File: config.mk
export PLATFORM = sky130hd
export DESIGN_NAME = mips_fetch_unit
export DESIGN_NICKNAME = d
export VERILOG_FILES = /design/src/rtl/mips_pkg.sv /design/src/rtl/mips_fetch_unit_queue.sv /design/src/rtl/mips_fetch_unit.sv
export SDC_FILE = /design/constraint.sdc
export NUM_CORES = 1
export LEC_CHECK = 0
export BUFFER_PORTS_ARGS = -buffer_cell sky130_fd_sc_hd__buf_2
export CAP_MARGIN = 20
export CORE_UTILIZATION = 53
export CTS_CLUSTER_SIZE = 28
export DETAILED_ROUTE_END_ITERATION = 12
export PLACE_DENSITY = 0.76
export SYNTH_ARGS = -nofsm -noshare
export SYNTH_HDL_FRONTEND = slang
export SYNTH_SLANG_ARGS = --single-unit
File: constraint.sdc
create_clock -name clk -period 2.8 [get_ports clk]
set_input_delay 0.28 -clock clk [delete_from_list [all_inputs] [get_ports clk]]
set_output_delay 0.28 -clock clk [all_outputs]
set_load 0.02 [all_outputs]
File: src/rtl/mips_pkg.sv
// ---------------------------------------------------------------------------
// mips_pkg
// Shared definitions for the MIPS instruction-fetch slice.
//   ADDR_W / INSTR_W : byte-address and instruction widths
//   RESET_PC         : default first fetch address after reset
//   MIPS_NOP         : canonical no-op encoding (sll $0,$0,0)
//   fetch_entry_t    : {pc, instr} pair carried from fetch to decode
// ---------------------------------------------------------------------------
package mips_pkg;

  localparam int unsigned ADDR_W  = 32;
  localparam int unsigned INSTR_W = 32;

  localparam logic [ADDR_W-1:0]  RESET_PC = 32'h0000_0000;
  localparam logic [INSTR_W-1:0] MIPS_NOP = 32'h0000_0000;

  typedef struct packed {
    logic [ADDR_W-1:0]  pc;
    logic [INSTR_W-1:0] instr;
  } fetch_entry_t;

endpackage

File: src/rtl/mips_fetch_unit_queue.sv
// ---------------------------------------------------------------------------
// fetch_queue
// Prefetch FIFO of fetch_entry_t with a registered head slot.
// The head register is what decode sees; the backing array holds the rest.
// Ports:
//   clk, rst_ni        : clock, asynchronous active-low reset
//   flush_i            : synchronous flush (wins over a same-cycle push)
//   push_i/push_data_i : write one entry
//   pop_i              : consume the head (ignored when head is empty)
//   head_valid_o       : head slot holds an entry
//   head_data_o        : head entry (registered, zero after reset)
//   count_o            : total entries held (head + backing)
// ---------------------------------------------------------------------------
module fetch_queue
  import mips_pkg::*;
#(
  parameter int unsigned DEPTH = 4
) (
  input  logic                       clk,
  input  logic                       rst_ni,
  input  logic                       flush_i,
  input  logic                       push_i,
  input  fetch_entry_t               push_data_i,
  input  logic                       pop_i,
  output logic                       head_valid_o,
  output fetch_entry_t               head_data_o,
  output logic [$clog2(DEPTH):0]     count_o
);

  localparam int unsigned PW = $clog2(DEPTH);
  localparam int unsigned CW = PW + 1;

  fetch_entry_t      mem [DEPTH];
  fetch_entry_t      head_q, head_d;
  logic              head_valid_q, head_valid_d;
  logic [PW-1:0]     rd_ptr_q, rd_ptr_d;
  logic [PW-1:0]     wr_ptr_q, wr_ptr_d;
  logic [CW-1:0]     bcount_q, bcount_d;

  logic pop;
  logic head_free;
  logic bk_empty;
  logic refill_from_bk;
  logic push_to_head;
  logic push_to_bk;

  assign pop       = pop_i && head_valid_q;
  assign head_free = !head_valid_q || pop;
  assign bk_empty  = (bcount_q == '0);

  // The head is refilled from the backing store first so ordering is kept;
  // a push only bypasses straight into the head when nothing older is waiting.
  assign refill_from_bk = head_free && !bk_empty;
  assign push_to_head   = head_free && bk_empty && push_i;
  assign push_to_bk     = push_i && !push_to_head;

  always_comb begin
    head_d       = head_q;
    head_valid_d = head_valid_q;
    rd_ptr_d     = rd_ptr_q;
    wr_ptr_d     = wr_ptr_q;
    bcount_d     = bcount_q + CW'(push_to_bk) - CW'(refill_from_bk);

    if (refill_from_bk) begin
      head_d       = mem[rd_ptr_q];
      head_valid_d = 1'b1;
      rd_ptr_d     = rd_ptr_q + PW'(1);
    end else if (push_to_head) begin
      head_d       = push_data_i;
      head_valid_d = 1'b1;
    end else if (pop) begin
      head_valid_d = 1'b0;
    end

    if (push_to_bk) begin
      wr_ptr_d = wr_ptr_q + PW'(1);
    end

    // Flush is evaluated after the pop so a same-cycle pop still completes.
    if (flush_i) begin
      head_valid_d = 1'b0;
      rd_ptr_d     = '0;
      wr_ptr_d     = '0;
      bcount_d     = '0;
    end
  end

  always_ff @(posedge clk or negedge rst_ni) begin
    if (!rst_ni) begin
      head_q       <= '0;
      head_valid_q <= 1'b0;
      rd_ptr_q     <= '0;
      wr_ptr_q     <= '0;
      bcount_q     <= '0;
    end else begin
      head_q       <= head_d;
      head_valid_q <= head_valid_d;
      rd_ptr_q     <= rd_ptr_d;
      wr_ptr_q     <= wr_ptr_d;
      bcount_q     <= bcount_d;
    end
  end

  // Backing storage: no reset, so it maps onto plain RAM.
  always_ff @(posedge clk) begin
    if (push_to_bk && !flush_i) begin
      mem[wr_ptr_q] <= push_data_i;
    end
  end

  assign head_valid_o = head_valid_q;
  assign head_data_o  = head_q;
  assign count_o      = bcount_q + CW'(head_valid_q);

  // The fetch unit's credit scheme must never let a push land on a full queue.
  assert property (@(posedge clk) disable iff (!rst_ni)
                   !(push_i && (count_o == CW'(DEPTH))));

endmodule

File: src/rtl/mips_fetch_unit.sv
// ---------------------------------------------------------------------------
// mips_fetch_unit
// Instruction-fetch stage: owns the PC, issues in-order word requests to
// instruction memory under a credit limit, buffers returned words in a
// prefetch queue and hands {pc, instruction} to decode via valid/ready.
// Taken branches/jumps redirect the PC and discard stale responses.
// Ports:
//   clk, reset                    : clock, asynchronous active-low reset
//   imem_req/imem_addr/imem_gnt   : request channel to instruction memory
//   imem_rvalid/imem_rdata        : in-order response channel
//   redirect_valid/redirect_pc    : taken branch/jump from downstream
//   inst_valid/inst_ready         : handshake to decode
//   inst_data/inst_pc             : head instruction and its byte address
// ---------------------------------------------------------------------------
module mips_fetch_unit #(
  parameter logic [31:0] RESET_PC    = 32'h0000_0000,
  parameter int unsigned QUEUE_DEPTH = 4,
  parameter int unsigned ADDR_W      = 32
) (
  input  logic                           clk,
  input  logic                           reset,
  output logic                           imem_req,
  output logic [ADDR_W-1:0]              imem_addr,
  input  logic                           imem_gnt,
  input  logic                           imem_rvalid,
  input  logic [mips_pkg::INSTR_W-1:0]   imem_rdata,
  input  logic                           redirect_valid,
  input  logic [ADDR_W-1:0]              redirect_pc,
  output logic                           inst_valid,
  input  logic                           inst_ready,
  output logic [mips_pkg::INSTR_W-1:0]   inst_data,
  output logic [ADDR_W-1:0]              inst_pc
);

  import mips_pkg::*;

  localparam int unsigned CW     = $clog2(QUEUE_DEPTH) + 1;
  localparam int unsigned PKG_AW = mips_pkg::ADDR_W;
  localparam logic [CW:0] DEPTH_C = (CW+1)'(QUEUE_DEPTH);
  localparam logic [ADDR_W-1:0] ALIGN_MASK = {{(ADDR_W-2){1'b1}}, 2'b00};
  localparam logic [ADDR_W-1:0] START_PC   = ADDR_W'(RESET_PC) & ALIGN_MASK;

  logic [ADDR_W-1:0] fetch_pc_q, fetch_pc_d;
  logic [ADDR_W-1:0] ret_pc_q, ret_pc_d;
  logic [CW-1:0]     outstanding_q, outstanding_d;
  logic [CW-1:0]     discard_q, discard_d;

  logic [CW-1:0]     q_count;
  logic [CW:0]       credit_used;
  logic              grant;
  logic              rsp_drop;
  logic              rsp_push;
  logic [ADDR_W-1:0] target_pc;
  logic              head_valid;
  fetch_entry_t      head_entry;
  fetch_entry_t      push_entry;

  // Queued entries plus in-flight requests may never exceed the queue size,
  // so every response that is kept is guaranteed a slot.
  assign credit_used = {1'b0, q_count} + {1'b0, outstanding_q};

  // Gated by reset so the request drops the moment reset is asserted.
  assign imem_req  = reset && (credit_used < DEPTH_C) && !redirect_valid;
  assign imem_addr = fetch_pc_q;
  assign grant     = imem_req && imem_gnt;

  assign rsp_drop  = imem_rvalid && (discard_q != '0);
  assign rsp_push  = imem_rvalid && (discard_q == '0);

  assign target_pc = redirect_pc & ALIGN_MASK;

  assign push_entry.pc    = PKG_AW'(ret_pc_q);
  assign push_entry.instr = imem_rdata;

  always_comb begin
    fetch_pc_d    = fetch_pc_q;
    ret_pc_d      = ret_pc_q;
    discard_d     = discard_q;
    // Outstanding only ever drops on a response, which is what lets
    // back-to-back redirects keep an exact discard count.
    outstanding_d = outstanding_q + CW'(grant) - CW'(imem_rvalid);

    if (grant) begin
      fetch_pc_d = fetch_pc_q + ADDR_W'(4);
    end
    if (rsp_push) begin
      ret_pc_d = ret_pc_q + ADDR_W'(4);
    end
    if (rsp_drop) begin
      discard_d = discard_q - CW'(1);
    end

    // Everything still in flight after this cycle belongs to the old path.
    if (redirect_valid) begin
      fetch_pc_d = target_pc;
      ret_pc_d   = target_pc;
      discard_d  = outstanding_d;
    end
  end

  always_ff @(posedge clk or negedge reset) begin
    if (!reset) begin
      fetch_pc_q    <= START_PC;
      ret_pc_q      <= START_PC;
      outstanding_q <= '0;
      discard_q     <= '0;
    end else begin
      fetch_pc_q    <= fetch_pc_d;
      ret_pc_q      <= ret_pc_d;
      outstanding_q <= outstanding_d;
      discard_q     <= discard_d;
    end
  end

  fetch_queue #(
    .DEPTH (QUEUE_DEPTH)
  ) u_queue (
    .clk          (clk),
    .rst_ni       (reset),
    .flush_i      (redirect_valid),
    .push_i       (rsp_push),
    .push_data_i  (push_entry),
    .pop_i        (inst_ready),
    .head_valid_o (head_valid),
    .head_data_o  (head_entry),
    .count_o      (q_count)
  );

  assign inst_valid = head_valid;
  assign inst_data  = head_entry.instr;
  assign inst_pc    = ADDR_W'(head_entry.pc);

endmodule

# Word level (Yosys, flattened, before mapping)
# Memories as Yosys holds them, arrays and structs flattened.
# Index checks and enable logic that the tools add are counted.
[op_classes]
muxes = 19
n_reduce_logical = 26
n_addsub = 11
magnitude_cmp = 1
[ops]
columns = ["cell", "n"]
rows = [
  ["$mux 32", 4],
  ["$mux 64", 2],
  ["$add 32x3->32 const B", 2],
  ["$reduce_bool 2->1", 6],
  ["$logic_and 1x1->1", 11],
  ["$add 3x1->3", 3],
  ["$mux 3", 3],
  ["$mux 2", 4],
  ["$logic_not 3->1", 2],
  ["$mux 1", 6],
  ["$sub 3x1->3", 2],
  ["$add 2x1->2 const B", 2],
  ["$add 3x3->4", 1],
  ["$logic_not 1->1", 4],
  ["$lt 4x3->1 const B", 1],
  ["$reduce_bool 4->1", 1],
  ["$reduce_bool 3->1", 1],
  ["$sub 3x1->3 const B", 1],
  ["$logic_or 1x1->1", 1],
]
[word_totals]
input_bits = 70
elab_cells = 68
mem_count = 1
reg_bits = 142
ram_bits = 256
[mem_list]
columns = ["memory", "words", "word_bits", "read_ports", "rd_ports_with_merged_regs", "write_ports", "line", "text"]
rows = [
  ["u_queue.mem", 4, 64, 1, 0, 1, "mips_fetch_unit_queue.sv:33", "fetch_entry_t mem [DEPTH];"],
]

# Logic depth before layout (Yosys ltp)
# Gate-level depths: netlist of the first run.
[depth]
ltp_word = 9
ltp_mapped = 17
mapped_depth_nobuf = 15

# Modules after synthesis
# A second synthesis of the first run with hierarchy kept.
[hier_totals]
hier_cells = 1035
hier_area_um2 = 16500.8
[modules_own_cells]
columns = ["mod", "area_per_inst_um2", "n_inst", "seq_area_each_um2", "cells_each"]
rows = [
  ["fetch_queue", 12703.4, 1, 9489.1, 618],
  ["mips_fetch_unit", 3797.4, 1, 1651.6, 417],
]

# Worst setup path before layout of the first run
# No wires, ideal clock.
[synth_timing]
path_kind = "register -> register"
from = "reg u_queue.head_valid_q (netlist: u_queue.head_valid_o)"
to = "reg discard_q[2]"
required_ns = 2.664
stages_incl_launch_ff = 18
setup_time_ns = 0.136
slack_ns = -0.390
period_less_slack_ns = 3.190
t_arrival_ns = 3.054
path_cell_list = "dfrtp_1 > ha_1 > ha_1 > xor2_1 > ha_1 > nor3b_2 > and4_1 > buf_4 > inv_2 > buf_2 > ha_1 > inv_1 > ha_1 > inv_1 > fa_1 > xnor2_1 > nand2_1 > o21ai_0"
[synth_via]
elab_chain_cells = 9
[synth_lines]
columns = ["element", "line", "text"]
rows = [
  ["start: declaration", "mips_fetch_unit_queue.sv:35", "logic head_valid_q, head_valid_d;"],
  ["start signal: assignment", "mips_fetch_unit_queue.sv:97", "head_valid_q <= head_valid_d;"],
  ["$add 3x1->3", "mips_fetch_unit_queue.sv:113", "assign count_o = bcount_q + CW'(head_valid_q);"],
  ["$add 3x3->4", "mips_fetch_unit.sv:60", "assign credit_used = {1'b0, q_count} + {1'b0, outstanding_q};"],
  ["$lt 4x3->1", "mips_fetch_unit.sv:63", "assign imem_req = reset && (credit_used < DEPTH_C) && !redirect_valid;"],
  ["$logic_and 1x1->1 (2 in series)", "mips_fetch_unit.sv:63", ""],
  ["$logic_and 1x1->1", "mips_fetch_unit.sv:65", "assign grant = imem_req && imem_gnt;"],
  ["$add 3x1->3", "mips_fetch_unit.sv:81", "outstanding_d = outstanding_q + CW'(grant) - CW'(imem_rvalid);"],
  ["$sub 3x1->3", "mips_fetch_unit.sv:81", ""],
  ["named net outstanding_d[2]", "mips_fetch_unit.sv:45", "logic [CW-1:0] outstanding_q, outstanding_d;"],
  ["$mux 3", "mips_fetch_unit.sv:94", "if (redirect_valid) begin"],
  ["end signal: assignment", "mips_fetch_unit.sv:111", "discard_q <= discard_d;"],
  ["end: declaration", "mips_fetch_unit.sv:46", "logic [CW-1:0] discard_q, discard_d;"],
]
# The timed path passes the listed nets, and every way through them passes these cells.
# A chain may end at the register's enable or synchronous reset.

# Worst setup path in the final report of the first run
# Same ends and word-level chain as after synthesis.

==> metrics.txt, run 1 <==
status=finished with violations; failing checks=negative setup slack; via density per instance=5.79; Final Hold Fails=0; CTS sink count=384; Yosys cell types=53; die width=176 µm; cell mode on critical path=ha_4; Antenna Nets Post-Route=0; crit-path cells=ha_4 -> ha_4 -> xor2_1 -> ha_1 -> nor3b_2 -> and4_4 -> inv_4 -> ha_4 -> inv_2 -> ha_4 -> inv_2 -> fa_2 -> xnor2_2 -> nand2_1 -> o21ai_1; end point of the critical path=discard_q[2]$_DFFE_PN0P_; Yosys top cell by area=edfxtp_1; critical path depth=15; final setup violation count=1; crit path time final=2.82 ns; max-cap violation count=0; Worst R2R End=discard_q[2]$_DFFE_PN0P_; initial antenna violation count=0; post-synthesis mux area share=11.2%; H-tree depth=2; storage element area=10,900 µm²; count leader, synth=edfxtp_1; Seq/Total Area, Yosys=67.9%; RSZ-0062 raised after global routing=true; Leak=7.46 nW; R2R Path Start=u_queue.head_valid_o$_DFFE_PN0P_; final WL=33,900 µm; share of cells above drive strength 1=28.2%; fin util=64.1%; Tot GR Track Use=22.7%; first-pass GRT wire length=53,700 µm; Post-synth EDFFs=248; pin count of the biggest net entering global routing=137; Post-route DRC=0; Synth Area in Adders=1.50%; reg2reg setup slack=-0.02 ns; compound-gate portion of the synthesized area=7.20%; IO Port Bufs=161; Mapped Cells=1,030; Wirelength per Cell=20.5 µm; crit start category=register; Hold Crit Class=input pin to register; Synth area leaders=edfxtp_1, dfrtp_1, mux4_2, nand2_1, mux2i_1; I/O pin total=168; Post-Synth XOR/XNOR Area=2.52%; Synth top cells by count=edfxtp_1, dfrtp_1, nand2_1, mux4_2, o21ai_0; critical path endpoint category=register; FF-to-FF path depth=15; die area=30,800 µm²; worst slew pin tran=0.758 ns; Worst Path Arrival=3.20 ns; filler cell count=2,140; total power=17.5 mW; Worst Path Max Fanout=2; Slew headroom=49.5%; maximum vdd drop=0.000611 V; vias in the first global route=9,672; crit path kind=register to register; FP Rows=63; initial cell density of the core=53.9%; DP Wirelength=20,800 µm; Final Cycle Share=101%; post-synthesis register bit count=384; slack of the critical path=-0.0177 ns; CTS Root Cell=clkbuf_16; DRT Pass-1 Iters=5; Mapped Area=16,000 µm²; initial drt markers=734; GRT overflow=0; CP required=3.18 ns; CTS buffer count=39; clk slew on worst S/H paths=0.06 ns; Yosys top cell area share=46.6%; CP max stage cell=dfrtp_2; Clock Latency Late Sink=0.54 ns; Worst Setup SP=u_queue.head_valid_o$_DFFE_PN0P_; vias=9,574; syn avg cell area=15.5 µm²; CTS tree=done; largest family of logic cells by synthesized area=multiplexers; multi-input logic area=4830 µm²; n_diodes=0; Post-synth top flop=edfxtp_1; CP delay by family, top=adder cells; Power Dens Cells=924 nW/µm²; # nets final=1,320; simple-gate share of the synthesized area=7.15%; die height=176 µm; CTS max path bufs=3; Yosys Warn Count=0; Area growth syn-to-layout=18.8%; slowest cell delay on critical path=0.42 ns; Worst Clk Skew=0.0229 ns; Buf/Inv on CP=3; Fmax=355 MHz; core area=29,600 µm²; Slew Viols, Final=0; Placer Congestion=0.846; Post-synth ARST share=35.4%
==> layout by cell type, fill, tap and decap left out, types with 9 or more instances in the layout <==
master	instances
a22o_1	24
o211ai_1	10
o21ai_0	49
ha_1	12
edfxtp_1	248
dfrtp_1	133
nor2_1	30
o21ai_1	26
inv_1	18
buf_12	11
xor2_1	14
dlygate4sd3_1	25
mux2i_1	32
buf_4	20
nand3_1	27
nand2_1	90
buf_2	160
nand4_1	14
nor3_1	12
o311ai_1	13
a21oi_1	9
mux4_2	62
clkinv_2	10
a21o_1	27
xnor2_1	31
clkbuf_16	42
==> metrics by stage <==
step | hold WS, ns | std cells | cell area [µm²] | worst slack (ns) | TNS [ns]
2_1_floorplan | -0.0156 | 1033 | 16100 | -0.187 | -0.532
5_1_grt | 0.00239 | 1653 | 19000 | -0.150 | -0.210
4_1_cts | 0.000455 | 1652 | 19000 | -0.0235 | -0.0235
3_3_place_gp | 0.458 | 1554 | 17400 | -0.0308 | -0.0308
6_report | 0.0114 | 1653 | 19000 | -0.0177 | -0.0177
3_5_place_dp | 0.460 | 1554 | 17400 | -0.0962 | -0.296
==> power breakdown <==
| group | internal (mW) | total, mW | leakage, nW | switching, mW |
|---|---|---|---|---|
| clock | 3.02 | 5.18 | 0.634 | 2.15 |
| sequential | 6.82 | 7.42 | 3.88 | 0.606 |
| combinational | 2.19 | 4.95 | 2.94 | 2.76 |
==> metal layers <==
layer / wire length (µm) / track usage [%] / up-vias
li1: - / - / 4334
met1: 14900 / 33.1 / 4810
met2: 16200 / 36.6 / 379
met3: 2290 / 3.01 / 51
met4: 525 / 5.14 / 0
met5: 0 / 0 / -
==> worst min-delay path by stage <==
stage | depth (start not counted) | slack, ns | end | start
3_5_place_dp | 1 | 0.46 | u_queue.head_data_o[34]$_DFFE_PN0N_ | u_queue.head_data_o[34]$_DFFE_PN0N_
5_1_grt | 1 | 0.002 | u_queue.mem[3][21]$_DFFE_PP_ | imem_rdata[21]
6_report | 1 | 0.01 | u_queue.mem[2][5]$_DFFE_PP_ | imem_rdata[5]
3_3_place_gp | 2 | 0.46 | u_queue.bcount_q[0]$_DFF_PN0_ | reset
2_1_floorplan | 0 | -0.02 | discard_q[0]$_DFFE_PN0P_ | reset
4_1_cts | 1 | 0.0005 | u_queue.mem[1][11]$_DFFE_PP_ | imem_rdata[11]
==> flip-flops by register name, indices dropped and copies added (netlist names) <==
signal                count
ret_pc_q                 30
imem_addr                30
u_queue.bcount_q          3
u_queue.head_valid_o      1
u_queue.rd_ptr_q          2
u_queue.mem             248
discard_q                 3
u_queue.head_data_o      62
u_queue.wr_ptr_q          2
outstanding_q             3
==> cells by family (layout without fill, tap and decap cells) <==
| kind of cell | after synthesis | after routing |
|---|---|---|
| simple gates | 224 | 224 |
| fa+ha+maj | 18 | 18 |
| compound gates | 175 | 175 |
| flops | 384 | 384 |
| xor+xnor | 46 | 46 |
| other cells | 1 | 4 |
| buf+inv | 81 | 311 |
| mux | 101 | 101 |
==> layout make-up <==
cell class	instances	area share (%)
clock inverter	26	1.20
clock buffer	46	5.61
multi-input combinational	568	25.4
sequential	384	57.2
timing repair buffer	217	7.55
tap	390	2.57
inverter	22	0.448
==> worst register-to-register path, cell delays in order, from the launching register on <==
cell and delay [ns]:
dfrtp_2 0.42, ha_4 0.17, ha_4 0.15, xor2_1 0.14, ha_1 0.29, nor3b_2 0.18
and4_4 0.27, inv_4 0.04, ha_4 0.20, inv_2 0.06, ha_4 0.12, inv_2 0.03
fa_2 0.34, xnor2_2 0.14, nand2_1 0.07, o21ai_1 0.07
==> repair_timing <==
action,4_1_cts,5_1_grt
hold buffers,24,1
endpoints found under the setup margin,14,2
endpoints found under the hold margin,221,4
pin swaps,4,0
buffers inserted,2,0
resized for setup,4,0
Note: power is estimated with default switching activity, not from simulation.
==> run 2: changes to the inputs <==
- CORE_ASPECT_RATIO: not set -> 0.75
- REMOVE_ABC_BUFFERS: not set -> 1
==> run 2 against run 1 <==
- the flow still finishes with violations (negative setup slack)
- worst hold slack better by 0.015 ns
- critical path depth unchanged
- clock power about the same
- combinational power about the same
- global-route usage up 0.93 points
- critical path type unchanged
- routed wire length up 4.4%
- register-to-register slack worse by 0.08 ns
- sequential power about the same
- die area about the same
- sequential share of layout area down 0.17 points
- largest power group unchanged
- cell count up 0.54%
- core utilization up 0.72 points
==> metrics.txt, run 2 (synthesis results as in run 1) <==
Final TNS setup=-0.123 ns (-0.105 ns); critical path endpoint category=register; CTS Root Cell=clkbuf_16; crit-path cells=ha_2 -> ha_4 -> xor2_1 -> ha_1 -> nor3b_2 -> and4_1 -> inv_2 -> ha_4 -> inv_2 -> ha_4 -> inv_2 -> fa_2 -> xnor2_2 -> nand2_1 -> o21ai_1; crit path kind=register to register; max-cap violation count=0 (unchanged); Worst Path Max Fanout=2 (unchanged); Net Switching=5.54 mW (+0.34%); FP Rows=54 (-14%); pre-CTS setup slack=-0.227 ns (-0.131 ns); Fmax=345 MHz (-2.7%); IO Port Bufs=161 (unchanged); final WL=35,400 µm (+4.4%); # nets final=1,329 (+0.68%); Final Instance Area=19,000 µm² (+0.28%); DP Wirelength=21,900 µm (+5.0%); dpl cell area=17,400 µm² (-0.34%); failing checks=negative setup slack; maximum vdd drop=0.000660 V (+8.0%); CTS sink count=384 (unchanged); DRT Pass-1 Iters=5 (unchanged); Int Power=12.1 mW (+0.32%); vias in the first global route=9,838 (+1.7%); CTS buffer count=38 (-2.6%); GRT overflow=0 (unchanged); Final Hold Fails=0 (unchanged); largest reg by FF count=u_queue.mem; H-tree depth=2 (unchanged); Area growth syn-to-layout=19.2%; die height=152 µm (-13%); pin count of the biggest net entering global routing=137 (unchanged); Antenna Nets Post-Route=0 (unchanged); Wirelength per Cell=21.3 µm (+3.8%); Worst Path Arrival=3.35 ns (+0.15 ns); die width=202 µm (+15%); worst slew pin tran=0.834 ns (+0.0758 ns); Slew Viols, Final=0 (unchanged); RSZ-0062 raised after global routing=true; combinational share of power=28.3% (about the same); Hold Crit Class=input pin to register; clk slew on worst S/H paths=0.06 ns (about the same); I/O pin total=168 (unchanged); Clock Latency Late Sink=0.53 ns (about the same); Tot GR Track Use=23.6% (+0.93 points); CP max stage cell=dfrtp_1; CP required=3.25 ns (+0.07 ns); slack of the critical path=-0.0957 ns (-0.0780 ns); status=finished with violations; share of cells above drive strength 1=28.0% (-0.16 points); CTS max path bufs=3 (unchanged); first-pass GRT wire length=56,100 µm (+4.4%); Leak=7.48 nW (+0.38%); most common cell after layout, fill and taps aside=edfxtp_1; initial cell density of the core=54.4% (+0.45 points); Sequential Power Share=42.3% (about the same); final setup violation count=2 (+1); CTS tree=done; n_diodes=0 (unchanged); core area=29,400 µm² (-0.84%); Sw Ratio=31.5% (about the same); total power=17.6 mW (+0.33%); Slew headroom=44.4% (-5.1 points); slowest cell delay on critical path=0.38 ns (-0.04 ns); commonest cells after routing, fill and taps aside=edfxtp_1, buf_2, dfrtp_1; die area=30,800 µm² (about the same); vias=9,716 (+1.5%); Final Cycle Share=103% (+2.8 points); initial antenna violation count=0 (unchanged); Placer Congestion=0.832 (-1.6%); max reg flops=248 (unchanged); Power Dens Cells=925 nW/µm² (about the same); clock share of power=29.4% (about the same); Post-route DRC=0 (unchanged); Worst Clk Skew=0.0196 ns (-0.00331 ns); crit path time final=2.90 ns (+0.0780 ns); initial drt markers=815 (+11%); fin util=64.8% (+0.72 points); via density per instance=5.85 (+0.93%); crit start category=register
[run 2: critical path: cells and delay by family, from the launching register on]
| kind | cells | cell delay, ns |
|---|---|---|
| fa+ha+maj | 6 | 1.31 |
| simple gates | 3 | 0.53 |
| flops | 1 | 0.38 |
| xor+xnor | 2 | 0.34 |
| buf+inv | 3 | 0.15 |
| compound gates | 1 | 0.10 |
[run 2: final cells by class]
| class | instances | area [µm²] |
|---|---|---|
| clock buffer | 47 | 1030 |
| clock inverter | 22 | 248 |
| sequential | 384 | 10900 |
| tap | 392 | 490 |
| multi-input combinational | 568 | 4820 |
| inverter | 22 | 82.6 |
| fill | 2076 | 10400 |
| timing repair buffer | 227 | 1520 |
[run 2: through the flow]
step	hold WS, ns	instances
6_report	0.0260	1662
5_1_grt	0.0147	1662
3_3_place_gp	0.453	1557
3_5_place_dp	0.460	1557
4_1_cts	0.000269	1661
2_1_floorplan	-0.0156	974
[run 2: power groups by stage]
stage / registers (mW) / logic (mW) / clock network (mW)
floorplan: 8.21 / 2.50 / 0
global placement: 7.50 / 4.78 / 0
detailed placement: 7.54 / 4.89 / 0
CTS: 7.45 / 5.03 / 5.29
global route: 7.54 / 5.42 / 5.47
finish: 7.45 / 4.98 / 5.17
[run 2: path summary, 6_finish.rpt]
path | from | end | slack, ns | cells past startpoint
min in group asynchronous | reset | u_queue.head_data_o[50]$_DFFE_PN0N_ | 0.49 | 3
max in group asynchronous | reset | u_queue.head_data_o[40]$_DFFE_PN0N_ | 1.65 | 3
hold reg to reg | u_queue.head_data_o[55]$_DFFE_PN0N_ | u_queue.head_data_o[55]$_DFFE_PN0N_ | 0.47 | 1
setup / recovery | u_queue.bcount_q[0]$_DFF_PN0_ | discard_q[2]$_DFFE_PN0P_ | -0.1 | 15
hold / removal | imem_rdata[10] | u_queue.mem[0][10]$_DFFE_PP_ | 0.03 | 1
setup reg to reg | u_queue.bcount_q[0]$_DFF_PN0_ | discard_q[2]$_DFFE_PN0P_ | -0.1 | 15
[run 2: what timing repair did]
| item | CTS | global route |
|---|---|---|
| pin swaps | 6 | 5 |
| hold endpoints to repair | 261 | 0 |
| hold buffers | 33 | 0 |
| endpoints found under the setup margin | 19 | 22 |
| buffers inserted | 2 | 1 |
| resized for setup | 11 | 3 |
[run 2: layer usage]
metal | vias to the layer above | part of all wire, % | track usage, % | wire, µm
met3 | 59 | 7.3 | 4.30 | 2570
met4 | 0 | 2.0 | 6.73 | 723
met1 | 4940 | 44 | 34.5 | 15600
met5 | - | 0 | 0 | 0
li1 | 4352 | - | - | -
met2 | 365 | 47 | 36.6 | 16500
==> run 3: changes to the inputs <==
- CORE_UTILIZATION: 53 -> 56
- clock period: 2.8 -> 3.2 ns (I/O delays scaled with it)
==> run 3 against run 2 <==
- the run now ends clean
- critical path depth unchanged
- worst setup slack gained 0.30 ns
- die area fell by 5.3%
- power shrank 14%
- sequential share of layout area grew 1.3 points
- worst hold slack better by 0.0045 ns
- register-to-register slack gained 0.30 ns
- first-iteration DRC count decreased by 12%
- core utilization is 1.6 points higher
- cell count shrank 2.8%
- critical path type unchanged
- critical endpoint unchanged
==> metrics.txt, run 3 (synthesis results as in run 1) <==
share of cells above drive strength 1=27.1% (-0.96 points); Final Cycle Share=93.7% (-9.7 points); FP Rows=53 (-1.9%); CTS sink count=384 (unchanged); CP required=3.63 ns (+0.38 ns); worst hold slack=0.0305 ns (+0.00450 ns); Antenna Nets Post-Route=0 (unchanged); Worst Clk Skew=0.0174 ns (-0.00224 ns); crit path kind=register to register; pin count of the biggest net entering global routing=115 (-16%); Slew headroom=40.3% (-4.1 points); Area growth syn-to-layout=16.5%; initial cell density of the core=57.0% (+2.6 points); vias=9,556 (-1.6%); Power Dens Cells=816 nW/µm² (-12%); first-pass GRT wire length=54,400 µm (-3.1%); setup bufs post-CTS=0 (-2); Placer Congestion=0.840 (+0.87%); Final TNS setup=0 ns (+0.123 ns); H-tree depth=2 (unchanged); status=finished, final reports clean; die width=197 µm (-2.7%); Fmax=334 MHz (-3.4%); via density per instance=5.91 (+1.2%); RSZ-0062 raised after global routing=false; final WL=34,500 µm (-2.5%); initial antenna violation count=2 (+2); DP Wirelength=21,500 µm (-1.7%); die height=148 µm (-2.7%); core area=28,100 µm² (-4.6%); maximum vdd drop=0.000588 V (-11%); most common cell after layout, fill and taps aside=edfxtp_1; post-cts sizing count=0 (-11); Leak=7.30 nW (-2.4%); final setup violation count=0 (-2); Final Hold Fails=0 (unchanged); CTS tree=done; crit start category=register; initial drt markers=716 (-12%); I/O pin total=168 (unchanged); CTS Root Cell=clkbuf_16; Slew Viols, Final=0 (unchanged); multi-input logic area=4760 µm² (-1.2%); CTS buffer count=37 (-2.6%); crit path time final=3.00 ns (+0.102 ns); Tot GR Track Use=24.6% (+1.0 points); critical path endpoint category=register; Post-route DRC=0 (unchanged); Hold Crit Class=input pin to register; max reg flops=248 (unchanged); # nets final=1,289 (-3.0%); worst slew pin tran=0.895 ns (+0.0609 ns); dpl cell area=17,300 µm² (-0.15%); IO Port Bufs=161 (unchanged); GRT overflow=0 (unchanged); CTS max path bufs=3 (unchanged); filler cell count=1,972 (-5.0%); hold buffers post-CTS=1 (-97%); Final Instance Area=18,600 µm² (-2.3%); commonest cells after routing, fill and taps aside=edfxtp_1, buf_2, dfrtp_1; die area=29,200 µm² (-5.3%); Worst Path Max Fanout=3 (+1); Wirelength per Cell=21.4 µm (+0.25%); max-cap violation count=0 (unchanged); storage element area=10,900 µm² (unchanged); vias in the first global route=9,448 (-4.0%); largest reg by FF count=u_queue.mem; DRT Pass-1 Iters=5 (unchanged); Worst Path Arrival=3.43 ns (+0.08 ns); clk slew on worst S/H paths=0.06 ns (about the same); Clock Latency Late Sink=0.52 ns (about the same)
run 3: cell types whose count changed in the layout (fill, tap and decap cells not counted), moves of 3 or more:
cell,previous run,this run
buf_4,23,15
clkbuf_1,6,11
clkinv_2,9,5
dlygate4sd3_1,33,1
ha_1,12,16
ha_4,3,0
inv_1,17,20
inv_2,5,2
run 3: stage by stage:
| stage | setup slack [ns] | utilization [%] | cells | power, mW |
|---|---|---|---|---|
| final | 0.202 | 66.3 | 1616 | 15.2 |
| after global routing | 0.00596 | 66.3 | 1616 | 16.0 |
| after detailed placement | 0.161 | 61.8 | 1546 | 10.8 |
| after global placement | 0.272 | 61.8 | 1546 | 10.7 |
| after CTS | 0.170 | 66.3 | 1615 | 15.4 |
| after floorplan | -2.32 | - | 974 | 9.40 |
run 3: worst paths after layout:
path | startpoint | endpoint | slack [ns] | cells past startpoint
worst min register to register | u_queue.head_data_o[57]$_DFFE_PN0N_ | u_queue.head_data_o[57]$_DFFE_PN0N_ | 0.47 | 1
worst max-delay path | u_queue.head_valid_o$_DFFE_PN0P_ | discard_q[2]$_DFFE_PN0P_ | 0.20 | 15
max in group asynchronous | reset | u_queue.rd_ptr_q[0]$_DFFE_PN0P_ | 1.71 | 4
worst max register to register | u_queue.head_valid_o$_DFFE_PN0P_ | discard_q[2]$_DFFE_PN0P_ | 0.20 | 15
worst min-delay path | imem_rdata[0] | u_queue.mem[0][0]$_DFFE_PP_ | 0.03 | 1
min in group asynchronous | reset | u_queue.head_data_o[11]$_DFFE_PN0N_ | 0.47 | 3
run 3: power breakdown:
part / switching [mW] / leakage (nW) / total, mW / internal [mW]
sequential: 0.528 / 3.88 / 6.49 / 5.97
combinational: 2.41 / 2.81 / 4.19 / 1.78
clock: 1.78 / 0.613 / 4.50 / 2.72
run 3: critical path: stages, from the launching register on:
cell	delay [ns]
dfrtp_1	0.39
ha_1	0.20
ha_1	0.18
xor2_1	0.14
ha_1	0.28
nor3b_2	0.17
and4_1	0.26
inv_2	0.05
ha_1	0.26
inv_1	0.06
ha_1	0.14
inv_1	0.05
fa_1	0.38
xnor2_1	0.20
nand2_1	0.07
o21ai_0	0.09
run 3: per-layer routing:
layer  track usage (%)  part of all wire (%)
met1              36.3                    44
met2              38.4                    48
met3              4.22                   6.2
met4              6.59                   2.0
met5                 0                 0.029
run 3: layout make-up:
| cell class | count | area share [%] |
|---|---|---|
| antenna | 1 | 0.0134 |
| clock inverter | 15 | 1.11 |
| inverter | 22 | 0.444 |
| tap | 385 | 2.59 |
| timing repair buffer | 188 | 6.21 |
| multi-input combinational | 568 | 25.6 |
| clock buffer | 53 | 5.69 |
| sequential | 384 | 58.3 |
